==> src/rtl/multicycle_ctrl_if.sv <==
// Memory-side handshake bundle for multicycle_ctrl.
// Carries the instruction-memory fetch channel and the data-memory
// access channel. Signal names match the original flat port names.
//   master : the sequencer (drives requests, consumes responses)
//   slave  : the memory system (accepts requests, returns responses)
interface multicycle_ctrl_if;
  // instruction memory
  logic        io_imem_req_valid;
  logic        io_imem_req_ready;
  logic [31:0] io_imem_req_addr;
  logic        io_imem_resp_valid;
  logic [31:0] io_imem_resp_data;
  // data memory
  logic        io_dmem_req_valid;
  logic [1:0]  io_dmem_req_fcn;
  logic        io_dmem_req_ready;
  logic        io_dmem_resp_valid;

  modport master (
    output io_imem_req_valid, io_imem_req_addr,
    input  io_imem_req_ready, io_imem_resp_valid, io_imem_resp_data,
    output io_dmem_req_valid, io_dmem_req_fcn,
    input  io_dmem_req_ready, io_dmem_resp_valid
  );

  modport slave (
    input  io_imem_req_valid, io_imem_req_addr,
    output io_imem_req_ready, io_imem_resp_valid, io_imem_resp_data,
    input  io_dmem_req_valid, io_dmem_req_fcn,
    output io_dmem_req_ready, io_dmem_resp_valid
  );
endinterface

==> src/rtl/multicycle_ctrl.sv <==
// multicycle_ctrl: multi-cycle sequencer for the single-issue RISC-V core.
// Owns PC and IR, steps FETCH -> DECODE -> EXEC -> MEM -> WB with valid/ready
// handshakes to instruction and data memory, qualifies register-file writes,
// retires instructions and redirects to TRAP_VEC on illegal instructions or
// misaligned control-flow targets.
//
// Ports:
//   clk, reset        core clock, synchronous active-high reset
//   bus (master)      imem fetch channel and dmem access channel
//   io_dec_instr      IR contents to the decoder
//   io_ctl_*          decoder control outputs (val_inst, rf_wen, mem_en, mem_func)
//   io_br_taken/target datapath PC redirect
//   io_rf_wen         qualified regfile write strobe (WB only)
//   io_retire         one-cycle pulse per retired instruction
//   io_exc            one-cycle pulse on trap
//   io_pc, io_state   current PC and FSM state encoding
//
// Optional: define MULTICYCLE_CTRL_PERF_EN to add io_cycle_cnt (non-reset
// cycles) and io_instret_cnt (retired instructions), both wrapping 32-bit.
module multicycle_ctrl #(
  parameter logic [31:0] RESET_PC  = 32'h0000_2000,
  parameter logic [31:0] TRAP_VEC  = 32'h0000_0100,
  parameter logic [31:0] NOP_INSTR = 32'h0000_0013
) (
  input  logic        clk,
  input  logic        reset,
  multicycle_ctrl_if.master bus,
  output logic [31:0] io_dec_instr,
  input  logic        io_ctl_val_inst,
  input  logic        io_ctl_rf_wen,
  input  logic        io_ctl_mem_en,
  input  logic [1:0]  io_ctl_mem_func,
  input  logic        io_br_taken,
  input  logic [31:0] io_br_target,
  output logic        io_rf_wen,
  output logic        io_retire,
  output logic        io_exc,
  output logic [31:0] io_pc,
  output logic [2:0]  io_state
`ifdef MULTICYCLE_CTRL_PERF_EN
  ,
  output logic [31:0] io_cycle_cnt,
  output logic [31:0] io_instret_cnt
`endif
);

  typedef enum logic [2:0] {
    FETCH  = 3'd0,
    IWAIT  = 3'd1,
    DECODE = 3'd2,
    EXEC   = 3'd3,
    MEM    = 3'd4,
    MWAIT  = 3'd5,
    WB     = 3'd6,
    TRAP   = 3'd7
  } state_t;

  state_t      state, state_n;
  logic [31:0] pc;
  logic [31:0] ir;
  logic [1:0]  mem_fcn;

  logic imem_valid_s, dmem_valid_s, retire_s, rf_wen_s, exc_s;
  logic misaligned;

  assign misaligned = io_br_taken && (io_br_target[1:0] != 2'b00);

  // State register and datapath registers.
  always_ff @(posedge clk) begin
    if (reset) begin
      state   <= FETCH;
      pc      <= RESET_PC;
      ir      <= NOP_INSTR;
      mem_fcn <= '0;
    end else begin
      state <= state_n;
      if (state == IWAIT && bus.io_imem_resp_valid)
        ir <= bus.io_imem_resp_data;
      if (state == EXEC)
        mem_fcn <= io_ctl_mem_func;
      if (state == WB && !misaligned)
        pc <= io_br_taken ? io_br_target : pc + 32'd4;
      else if (state == TRAP)
        pc <= TRAP_VEC;
    end
  end

  // Next-state and per-state strobes.
  always_comb begin
    state_n      = state;
    imem_valid_s = 1'b0;
    dmem_valid_s = 1'b0;
    retire_s     = 1'b0;
    rf_wen_s     = 1'b0;
    exc_s        = 1'b0;
    case (state)
      FETCH: begin
        imem_valid_s = 1'b1;
        if (bus.io_imem_req_ready) state_n = IWAIT;
      end
      IWAIT:  if (bus.io_imem_resp_valid) state_n = DECODE;
      DECODE: state_n = io_ctl_val_inst ? EXEC : TRAP;
      EXEC:   state_n = io_ctl_mem_en ? MEM : WB;
      MEM: begin
        dmem_valid_s = 1'b1;
        if (bus.io_dmem_req_ready) state_n = MWAIT;
      end
      MWAIT:  if (bus.io_dmem_resp_valid) state_n = WB;
      WB: begin
        if (misaligned) begin
          state_n = TRAP;
        end else begin
          retire_s = 1'b1;
          rf_wen_s = io_ctl_rf_wen;
          state_n  = FETCH;
        end
      end
      TRAP: begin
        exc_s   = 1'b1;
        state_n = FETCH;
      end
      default: state_n = FETCH;
    endcase
  end

  // Strobes are masked while reset is asserted so an outstanding request
  // is withdrawn in the same cycle reset arrives.
  assign bus.io_imem_req_valid = imem_valid_s & ~reset;
  assign bus.io_dmem_req_valid = dmem_valid_s & ~reset;
  assign io_retire             = retire_s & ~reset;
  assign io_rf_wen             = rf_wen_s & ~reset;
  assign io_exc                = exc_s & ~reset;

  assign bus.io_imem_req_addr = pc;
  assign bus.io_dmem_req_fcn  = mem_fcn;
  assign io_dec_instr         = ir;
  assign io_pc                = pc;
  assign io_state             = state;

`ifdef MULTICYCLE_CTRL_PERF_EN
  always_ff @(posedge clk) begin
    if (reset) begin
      io_cycle_cnt   <= '0;
      io_instret_cnt <= '0;
    end else begin
      io_cycle_cnt <= io_cycle_cnt + 32'd1;
      if (io_retire) io_instret_cnt <= io_instret_cnt + 32'd1;
    end
  end
`endif

endmodule

==> src/flat_wrapper.sv <==
// flat-port wrapper written by rule: the top's interface ports become plain ports
module multicycle_ctrl_flat 
#(
  parameter logic [31:0] RESET_PC  = 32'h0000_2000,
  parameter logic [31:0] TRAP_VEC  = 32'h0000_0100,
  parameter logic [31:0] NOP_INSTR = 32'h0000_0013
)
  (clk, reset, io_dec_instr, io_ctl_val_inst, io_ctl_rf_wen, io_ctl_mem_en, io_ctl_mem_func, io_br_taken, io_br_target, io_rf_wen, io_retire, io_exc, io_pc, io_state, bus_io_imem_req_valid, bus_io_imem_req_addr, bus_io_imem_req_ready, bus_io_imem_resp_valid, bus_io_imem_resp_data, bus_io_dmem_req_valid, bus_io_dmem_req_fcn, bus_io_dmem_req_ready, bus_io_dmem_resp_valid);
  multicycle_ctrl_if bus_i ();
  input  logic clk;
  input  logic reset;
  output logic [31:0] io_dec_instr;
  input  logic io_ctl_val_inst;
  input  logic io_ctl_rf_wen;
  input  logic io_ctl_mem_en;
  input  logic [1:0] io_ctl_mem_func;
  input  logic io_br_taken;
  input  logic [31:0] io_br_target;
  output logic io_rf_wen;
  output logic io_retire;
  output logic io_exc;
  output logic [31:0] io_pc;
  output logic [2:0] io_state;
  output wire logic [$bits(bus_i.io_imem_req_valid)-1:0] bus_io_imem_req_valid;
  output wire logic [$bits(bus_i.io_imem_req_addr)-1:0] bus_io_imem_req_addr;
  input wire logic [$bits(bus_i.io_imem_req_ready)-1:0] bus_io_imem_req_ready;
  input wire logic [$bits(bus_i.io_imem_resp_valid)-1:0] bus_io_imem_resp_valid;
  input wire logic [$bits(bus_i.io_imem_resp_data)-1:0] bus_io_imem_resp_data;
  output wire logic [$bits(bus_i.io_dmem_req_valid)-1:0] bus_io_dmem_req_valid;
  output wire logic [$bits(bus_i.io_dmem_req_fcn)-1:0] bus_io_dmem_req_fcn;
  input wire logic [$bits(bus_i.io_dmem_req_ready)-1:0] bus_io_dmem_req_ready;
  input wire logic [$bits(bus_i.io_dmem_resp_valid)-1:0] bus_io_dmem_resp_valid;
  assign bus_io_imem_req_valid = bus_i.io_imem_req_valid;
  assign bus_io_imem_req_addr = bus_i.io_imem_req_addr;
  assign bus_i.io_imem_req_ready = bus_io_imem_req_ready;
  assign bus_i.io_imem_resp_valid = bus_io_imem_resp_valid;
  assign bus_i.io_imem_resp_data = bus_io_imem_resp_data;
  assign bus_io_dmem_req_valid = bus_i.io_dmem_req_valid;
  assign bus_io_dmem_req_fcn = bus_i.io_dmem_req_fcn;
  assign bus_i.io_dmem_req_ready = bus_io_dmem_req_ready;
  assign bus_i.io_dmem_resp_valid = bus_io_dmem_resp_valid;
  multicycle_ctrl #(.RESET_PC(RESET_PC), .TRAP_VEC(TRAP_VEC), .NOP_INSTR(NOP_INSTR)) u_core (.clk(clk), .reset(reset), .bus(bus_i), .io_dec_instr(io_dec_instr), .io_ctl_val_inst(io_ctl_val_inst), .io_ctl_rf_wen(io_ctl_rf_wen), .io_ctl_mem_en(io_ctl_mem_en), .io_ctl_mem_func(io_ctl_mem_func), .io_br_taken(io_br_taken), .io_br_target(io_br_target), .io_rf_wen(io_rf_wen), .io_retire(io_retire), .io_exc(io_exc), .io_pc(io_pc), .io_state(io_state));
endmodule
==> config.mk <==
export PLATFORM = sky130hd
export DESIGN_NAME = multicycle_ctrl_flat
export DESIGN_NICKNAME = d
export VERILOG_FILES = /design/src/rtl/multicycle_ctrl_if.sv /design/src/rtl/multicycle_ctrl.sv /design/src/flat_wrapper.sv
export SDC_FILE = /design/constraint.sdc
export NUM_CORES = 1
export LEC_CHECK = 0
export ABC_AREA = 1
export CAP_MARGIN = 25
export CORE_AREA = 8 8 122 113
export DETAILED_ROUTE_END_ITERATION = 16
export DIE_AREA = 0 0 130 121
export GPL_ROUTABILITY_DRIVEN = 0
export PLACE_DENSITY = 0.76
export SLEW_MARGIN = 15
export SYNTH_ARGS = -nofsm -noshare
export SYNTH_HDL_FRONTEND = slang
export SYNTH_SLANG_ARGS = --single-unit
==> constraint.sdc <==
create_clock -name clk -period 3.5 [get_ports clk]
set_clock_uncertainty 0.1 [all_clocks]
set_input_delay 0.7 -clock clk [delete_from_list [all_inputs] [get_ports clk]]
set_output_delay 0.7 -clock clk [all_outputs]
set_load 0.01 [all_outputs]
==> flow_summary.toml <==
[status]
status = "completed"

[power]
power_density_mw_per_mm2 = 425
seqPwrFrac_pct = 37.8
switching_share_pct = 31.4
power_leakage_nw = 2.13
power.share.clock_pct = 33.7
comb_power_share_pct = 28.4
vdd_ir_drop_max_uv = 354
power.switching_w = 0.000805
intPower_w = 0.00176

[layout]
post-route-util_pct = 51.4
antenna_cells = 0
area_growth_pct = 50.1
drive_gt1_share_pct = 8.09
final_common_cell = "clkdlybuf4s50_1"
final_nets = 851
final_cell_mix = "clkdlybuf4s50_1, nor2_1, nand2_1, dfxtp_1, o21ai_0"

[grt]
antenna_found_initial = 1
grt_first_pass_wirelength_um = 21900
grt_pass1_vias = 4396
grt-ovfl-total = 0
track_usage_pct = 17.5
grt_max_degree = 38

[clock_network]
holdBufCountCts = 0
h-tree-depth = 3
cts_made_buffers = 9
cts_setup_buffers = 0
cts_resized = 0
cts_tree = "yes"
insertion_delay_ns = 0.34
cts_buffer_depth = 2
cts_root_buf = "clkbuf_16"
path_clk_slew_ns = 0.06
clkSinkCount = 69

[floorplan]
fp.dieH_um = 121
io_pins = 182
dieArea_mm2 = 0.0157
dieWidth_um = 130
coreArea_mm2 = 0.0117
start_util_pct = 34.2
row_count = 38

[synthesis]
synthFlopType = "dfxtp_1"
syn_area_mm2 = 0.00402
syn-mean-instance-area_um2 = 6.38
ys_seq_area_share_pct = 34.4
async_flop_share_pct = 0
yosysWarnings = 0
yosys_register_bits = 69
synth_edf_count = 0
syn-instance-count = 630
synth.distinct_cells = 34
syn_nets = 707

[route]
ant_nets = 0
finalWirelength_um = 13600
drc = 0
via_per_inst = 4.68
post_drt_wl_per_cell_um = 14.5
drtIter0Drc = 186
dr.pass1.iters = 5
via_count = 4395

[sta]
report.final.slew_viol_count = 0
max_freq_mhz = 324
finalHoldViolCount = 0
tns_ns = 0
finalCritPeriodShare_pct = 88.2
setup_viol = 0
rsz0062_at_grt = "no"
worst_pin_slew_ns = 0.536
maxSlewHeadroom_pct = 64.2
period_minus_slack_ns = 3.09

[setup_path]
cp_max_fo = 2
criticalPathCategory = "in -> out"
r2r-start = "u_core.io_state[0]"
worstSetupStartpoint = "io_br_target[0]"
cp_data_arrival_time_ns = 2.29
end_kind = "output port"
cp.required_ns = 2.70
start_kind = "input port"

[min_path]
hold_path.class = "reg -> reg"
hold_path_startpoint = "u_core.io_dec_instr[11]"

[job]
maxCapViolCount = 0

[place]
dp.final_hpwl_um = 10700
numPortBuffers = 181
-- cell families after synthesis --
group / Yosys count / share of synthesized area, %
fa+ha+maj: 1 / 0.311
simple gates: 377 / 40.1
flops: 69 / 34.4
compound gates: 81 / 11.0
buf+inv: 93 / 12.2
mux: 1 / 0.249
xor+xnor: 8 / 1.74
-- layout make-up --
class / count / area [um^2]
well taps: 160 / 200
flip-flops and latches: 69 / 1380
inverters: 35 / 131
clock inverters: 7 / 56.3
repair buffers: 191 / 1890
multi-input cells: 468 / 2150
clock buffers: 9 / 225
fillers: 1212 / 5710
-- power by group through the flow --
stage	sequential, W	clock [W]	combinational (W)
after floorplan	0.00103	0	0.000301
after global routing	0.000984	0.000922	0.000816
final	0.000971	0.000865	0.000730
after global placement	0.000985	0	0.000734
after detailed placement	0.000988	0	0.000736
after CTS	0.000972	0.000886	0.000741
-- worst max-delay path: stages --
cell	delay (ns)
clkdlybuf4s50_1	0.40
o21ai_1	0.19
nand4_1	0.13
nor2_1	0.16
inv_1	0.07
nor2_1	0.09
clkdlybuf4s50_1	0.55
-- final timing paths --
| check | to | slack (ns) | cells after the start |
|---|---|---|---|
| worst max register to register | u_core.bus.io_imem_req_addr[26] | 1.31 | 8 |
| worst min register to register | u_core.io_dec_instr[11] | 0.38 | 2 |
| worst min-delay path | u_core.io_dec_instr[11] | 0.38 | 2 |
| worst max-delay path | io_rf_wen | 0.41 | 7 |
-- layer usage --
metal | wire length (um) | vias to the layer above | share of wire [%] | track usage [%]
met5 | 8 | - | 0.059 | 0
met1 | 5260 | 1939 | 39 | 18.3
met4 | 315 | 2 | 2.3 | 6.31
met3 | 1720 | 24 | 13 | 9.05
li1 | - | 2253 | - | -
met2 | 6290 | 177 | 46 | 29.6
-- sequential cells by signal, indices dropped and copies added, names as in the netlist --
signal,flops
u_core.io_state,3
u_core.bus.io_imem_req_addr,32
u_core.bus.io_dmem_req_fcn,2
u_core.io_dec_instr,32
-- synthesized netlist by cell type, drive strengths merged (2+ instances only) --
master / number / share of area [%]
a21oi: 29 / 4.3
buf: 42 / 7.4
clkbuf: 16 / 1.5
dfxtp: 69 / 34
inv: 34 / 3.2
nand2: 144 / 14
nand3: 43 / 5.9
nand3b: 2 / 0.37
nand4: 3 / 0.47
nor2: 176 / 18
nor3: 5 / 0.75
o21ai: 47 / 5.9
o21bai: 2 / 0.37
or2: 3 / 0.47
xnor2: 4 / 0.87
xor2: 4 / 0.87
-- stage by stage --
stage               setup slack, ns  total power (W)  cells  hold WS, ns  area, um^2
finish                        0.413          0.00257    939        0.378        6030
global route                  0.314          0.00272    939        0.402        6030
CTS                           0.416          0.00260    939        0.383        6030
detailed placement            0.417          0.00172    923        0.363        5750
global placement              0.455          0.00172    923        0.352        5750
floorplan                      1.04          0.00133    630        0.382        4020
No activity file was read; power rests on OpenSTA's default activity.
